`src/rtl/adder_tree_pkg.sv`:
```
// Shared sizing helpers for the adder tree: level count and per-level
// operand count / width.
package adder_tree_pkg;

  function automatic int tree_levels(input int n);
    int r;
    r = 0;
    while ((1 << r) < n) r++;
    return r;
  endfunction

  function automatic int half_up(input int n);
    return (n + 1) / 2;
  endfunction

  // Operands entering level lvl: each earlier level halves the count, rounding up.
  function automatic int level_nb(input int nb, input int lvl);
    int n;
    n = nb;
    for (int i = 0; i < lvl; i++) n = half_up(n);
    return n;
  endfunction

  function automatic int level_width(input int w, input int lvl);
    return w + lvl;
  endfunction

endpackage

```
`src/rtl/adder_tree_level.sv`:
```
// One reduction level: adds adjacent pairs (2k, 2k+1) one bit wider, passes an
// odd last operand through, and optionally registers the result with its valid.
module adder_tree_level
  import adder_tree_pkg::*;
#(
  parameter int NB  = 2,
  parameter int W   = 32,
  parameter int REG = 0
) (
  input  logic         clk,
  input  logic         aresetn,
  input  logic [W-1:0] data_i [NB-1:0],
  input  logic         valid_i,
  output logic [W:0]   data_o [half_up(NB)-1:0],
  output logic         valid_o
);

  localparam int NO = half_up(NB);

  logic [W:0] sum_s [NO-1:0];

  for (genvar k = 0; k < NO; k++) begin : g_pair
    if (2 * k + 1 < NB) begin : g_add
      assign sum_s[k] = {1'b0, data_i[2*k]} + {1'b0, data_i[2*k+1]};
    end else begin : g_pass
      assign sum_s[k] = {1'b0, data_i[2*k]};
    end
  end

  if (REG != 0) begin : g_reg
    logic [W:0] data_q [NO-1:0];
    logic       valid_q;

    // Stage register: data only loads on a valid slot so the last result is held.
    always_ff @(posedge clk or negedge aresetn) begin
      if (!aresetn) begin
        valid_q <= 1'b0;
        for (int k = 0; k < NO; k++) data_q[k] <= '0;
      end else begin
        valid_q <= valid_i;
        if (valid_i) data_q <= sum_s;
      end
    end

    assign data_o  = data_q;
    assign valid_o = valid_q;
  end else begin : g_comb
    logic unused_s;
    assign unused_s = clk ^ aresetn;
    assign data_o   = sum_s;
    assign valid_o  = valid_i;
  end

endmodule

```
`src/rtl/adder_tree.sv`:
```
// Pipelined or single-register unsigned adder tree over NB_IN operands.
// The tree is a generate chain of adder_tree_level instances.
module adder_tree
  import adder_tree_pkg::*;
#(
  parameter int NB_IN     = 4,
  parameter int IN_WIDTH  = 32,
  parameter int OUT_WIDTH = NB_IN + IN_WIDTH,
  parameter int USE_PIPE  = 0
) (
  input  logic                 clk,
  input  logic                 aresetn,
  input  logic [IN_WIDTH-1:0]  data_in [NB_IN-1:0],
  input  logic                 data_in_en,
  output logic [OUT_WIDTH-1:0] data_out,
  output logic                 data_out_en
);

  localparam int L     = tree_levels(NB_IN);
  localparam int SUM_W = level_width(IN_WIDTH, L);
  localparam bit PIPE_OUT = (USE_PIPE != 0) && (L > 0);

  logic [SUM_W-1:0] sum_s;
  logic             sum_vld_s;

  if (L == 0) begin : g_single
    assign sum_s     = data_in[0];
    assign sum_vld_s = data_in_en;
  end else begin : g_tree
    for (genvar lv = 0; lv < L; lv++) begin : g_lvl
      localparam int NI = level_nb(NB_IN, lv);
      localparam int NO = level_nb(NB_IN, lv + 1);
      localparam int WI = level_width(IN_WIDTH, lv);

      logic [WI-1:0] din_s  [NI-1:0];
      logic [WI:0]   dout_s [NO-1:0];
      logic          vin_s;
      logic          vout_s;

      if (lv == 0) begin : g_src
        assign din_s = data_in;
        assign vin_s = data_in_en;
      end else begin : g_src
        assign din_s = g_lvl[lv-1].dout_s;
        assign vin_s = g_lvl[lv-1].vout_s;
      end

      adder_tree_level #(
        .NB  (NI),
        .W   (WI),
        .REG (USE_PIPE)
      ) u_level (
        .clk     (clk),
        .aresetn (aresetn),
        .data_i  (din_s),
        .valid_i (vin_s),
        .data_o  (dout_s),
        .valid_o (vout_s)
      );
    end

    assign sum_s     = g_lvl[L-1].dout_s[0];
    assign sum_vld_s = g_lvl[L-1].vout_s;
  end

  // With a registered tree the last level register already is the output register.
  if (PIPE_OUT) begin : g_out_pipe
    assign data_out    = OUT_WIDTH'(sum_s);
    assign data_out_en = sum_vld_s;
  end else begin : g_out_reg
    logic [OUT_WIDTH-1:0] data_d;
    logic [OUT_WIDTH-1:0] data_q;
    logic                 en_d;
    logic                 en_q;

    // Next-state: capture a fresh sum only on a valid slot, otherwise hold.
    always_comb begin
      data_d = data_q;
      en_d   = sum_vld_s;
      if (sum_vld_s) begin
        data_d = OUT_WIDTH'(sum_s);
      end else begin
        data_d = data_q;
      end
    end

    // Output register.
    always_ff @(posedge clk or negedge aresetn) begin
      if (!aresetn) begin
        data_q <= '0;
        en_q   <= 1'b0;
      end else begin
        data_q <= data_d;
        en_q   <= en_d;
      end
    end

    assign data_out    = data_q;
    assign data_out_en = en_q;
  end

endmodule

```
`config.mk`:
```
export PLATFORM = sky130hd
export DESIGN_NAME = adder_tree
export DESIGN_NICKNAME = d
export VERILOG_FILES = /design/src/rtl/adder_tree_pkg.sv /design/src/rtl/adder_tree_level.sv /design/src/rtl/adder_tree.sv
export SDC_FILE = /design/constraint.sdc
export NUM_CORES = 1
export LEC_CHECK = 0
export CAP_MARGIN = 40
export CORE_UTILIZATION = 47
export CTS_CLUSTER_SIZE = 28
export DETAILED_ROUTE_END_ITERATION = 8
export PLACE_DENSITY = 0.91
export RECOVER_POWER = 50
export SKIP_CTS_REPAIR_TIMING = 1
export SLEW_MARGIN = 40
export SYNTH_ARGS = -nofsm -noshare
export SYNTH_HDL_FRONTEND = slang
export SYNTH_SLANG_ARGS = --single-unit
```
`constraint.sdc`:
```
create_clock -name clk -period 0.9 [get_ports clk]
set_input_delay 0.18 -clock clk [delete_from_list [all_inputs] [get_ports clk]]
set_output_delay 0.18 -clock clk [all_outputs]
set_load 0.1 [all_outputs]
```
==> flow_summary.ini <==
[run_status]
status = complete, but fails checks
violations = negative setup slack

[placement]
hpwl_um = 12800
place_ws_ps = -3290
place_congestion = 0.883
place_area_um2 = 7890
portBuffers = 165

[synthesis]
ys_ff_latch = 35
yosys_most_used_dff = dfrtp_1
synth_top_family_by_area = adder cells
synthTopCellsByArea = fa_1 (26%), dfrtp_1 (18%), inv_1 (14%)
synth-adder-area-share = 0.345
synth_edf_count = 0
async_flop_share = 1.00
synth_cell_types = 59
synth_xor_area_frac = 0.0410
avgSynthCellArea_um2 = 8.83
synthSimpleGateAreaFrac = 0.0820
synthMuxAreaShare = 0.0598
yosysTopAreaCellShare = 0.261
yosys.area.top_type = fa_1
yosys_warnings = 0
synth_compound_area_frac = 0.148
synth.yosys.seq_area_share = 0.178
synth_area_um2 = 4920
syn_inst = 557

[critical_path]
critPathCaptureType = flip-flop
slowest_stage = fa_1
path_max_fanout = 3
r2r-end = data_out[30]
start_kind = input port
crit_chain = buf_6, fa_1, fa_1, ha_4, fa_2, a211oi_4, o21ai_2, a211oi_4, o31ai_4, a22oi_1, o21ai_1, a21oi_1, xnor2_1, mux2_2
required_ps = 1100
r2r_slack_ps = -180
r2r_start = data_out[30]
worstPathArrival_ps = 4040
slowest_delay_ps = 570
reg2regPathDepth = 3
worstSetupPathType = in -> reg

[drt]
routed_wl_um = 23100
via_per_inst = 5.90
final_antenna_net_count = 0
firstDrtPassIters = 6
drt_iter0_drc = 578
drc_errors = 0
routedWlPerCell_um = 23.9
num_vias = 5707

[final_layout]
drive_gt1_frac = 0.481
diodes = 0
fin_nets = 1062
areaGrowthSynthToFinish_pct = 81.1
fin_area_um2 = 8900

[sta]
report.final.slew_viol_count = 0
fin_ws_ps = -2940
tns_ps = -84340
setup_viol = 69
rsz0062_at_grt = yes
max_freq_mhz = 261
fin_hold_ws_ps = 244
finalCritPeriodShare = 4.26
hold_viol = 0
finalClockSkew_ps = 0
fin_crit_ps = 3840

[grt]
antenna_found_initial = 0
use_met1 = 0.301
grt_max_degree = 36
grt_pass1_wl_um = 26000
grt_use_met2 = 0.578
gr-total-overflow = 0
met3_usage = 0.0708
grt_pass1_vias = 5650
grt.total_usage = 0.300
top_usage_layer = met2

[clock_network]
cts_root_buffer = clkbuf_8
cts_tree = done
ctsHtreeMaxLevel = 2
clock-sinks = 35
cts_made_buffers = 5
clk_pin_slew_ps = 90
clk_latency_ps = 290
cts.path.max_buffers = 2

[power]
power_density_nw_per_um2 = 3270
ir_worst_vdd_uv = 2110
power_uw = 29100
power.leakage_uw = 0.00472

[floorplanning]
core_area_um2 = 9950
io-pin-count = 168
fp.dieArea_um2 = 10900
chipHeight_um = 104
initial_core_util = 0.494
die_w_um = 104
rows = 36

[hold_path]
worstHoldStart = data_in_en
hold_class = in -> reg
holdPathEnd = data_out_en
hold_depth = 2

[job]
max_cap_violations = 0
stage by stage:
step                std cells  utilization
global placement          938        0.792
floorplan                 558            -
finish                    968        0.895
global route              968        0.895
CTS                       946        0.803
detailed placement        938        0.792
flip-flops by register name, summed over array words and instances, names as in the netlist:
register	cells
data_out_en	1
data_out	34
cells by family (layout without fill, tap and decap cells):
kind of cell | count (synthesis) | after routing
simple gates | 81 | 81
flops | 35 | 35
compound gates | 107 | 107
mux | 26 | 26
buf+inv | 187 | 464
fa+ha+maj | 97 | 97
xor+xnor | 23 | 23
other cells | 1 | 2
critical path: cells and delay by family:
family | cells | cell delay, ps
fa+ha+maj | 4 | 1670
compound gates | 7 | 1670
mux | 1 | 280
xor+xnor | 1 | 130
buf+inv | 1 | 90
Yosys cell counts, types with 2 or more instances:
master	n
mux2_2	23
dfrtp_1	35
nor3_1	7
mux2i_1	2
o211ai_1	2
a211oi_1	5
nand4_1	3
a211oi_2	2
nand3_1	4
o21bai_1	5
a21o_1	21
xnor2_1	18
xor2_1	5
nand3b_1	2
o21a_1	4
fa_1	64
nand2_1	21
clkbuf_1	4
nor2_1	27
inv_1	178
o31ai_1	3
nand2b_1	4
o21ai_0	18
nor2b_1	2
ha_1	33
buf_4	2
a22oi_1	2
a21oi_1	30
cell type report:
type / instances / area [µm²]
Inverter: 179 / 674
Tap cell: 133 / 166
Multi-Input combinational cell: 336 / 4040
Clock buffer: 8 / 100
Timing Repair Buffer: 277 / 3000
Sequential cell: 35 / 918
Fill cell: 335 / 1050
worst max path at each step:
stage	startpoint	cells past startpoint	endpoint
floorplan	data_in[1]	13	data_out[25]
global placement	data_in[2]	14	data_out[29]
detailed placement	data_in[2]	15	data_out[25]
CTS	data_in[2]	16	data_out[26]
global route	data_in[65]	14	data_out[25]
finish	data_in[65]	14	data_out[23]
cell usage in the layout, fill, tap and decap left out, types with 6 or more instances in the layout:
cell	netlist	layout
buf_12	0	37
mux2_4	1	10
ha_1	33	9
clkbuf_2	0	9
dfrtp_2	0	34
inv_2	0	69
fa_2	0	14
o21ai_2	0	6
clkdlybuf4s50_1	0	61
fa_1	64	50
a21oi_2	1	15
clkbuf_8	0	7
buf_4	2	98
a21oi_1	30	15
buf_6	0	13
xnor2_1	18	16
mux2_2	23	14
a21o_1	21	21
inv_1	178	108
nand2_1	21	16
nor2_1	27	17
dlymetal6s2s_1	0	55
nor2_2	0	9
ha_4	0	23
power breakdown:
part | internal [µW] | switching, µW | total (µW) | leakage, µW
combinational | 10400 | 13800 | 24200 | 0.00430
clock | 702 | 704 | 1410 | 0.0000515
sequential | 2490 | 987 | 3480 | 0.000374
metal layers:
metal	up-vias	share of wire
met3	230	0.097
met4	0	0.099
li1	2278	-
met2	514	0.48
met5	-	0
met1	2685	0.32
Power figures use the tool's default switching activity.
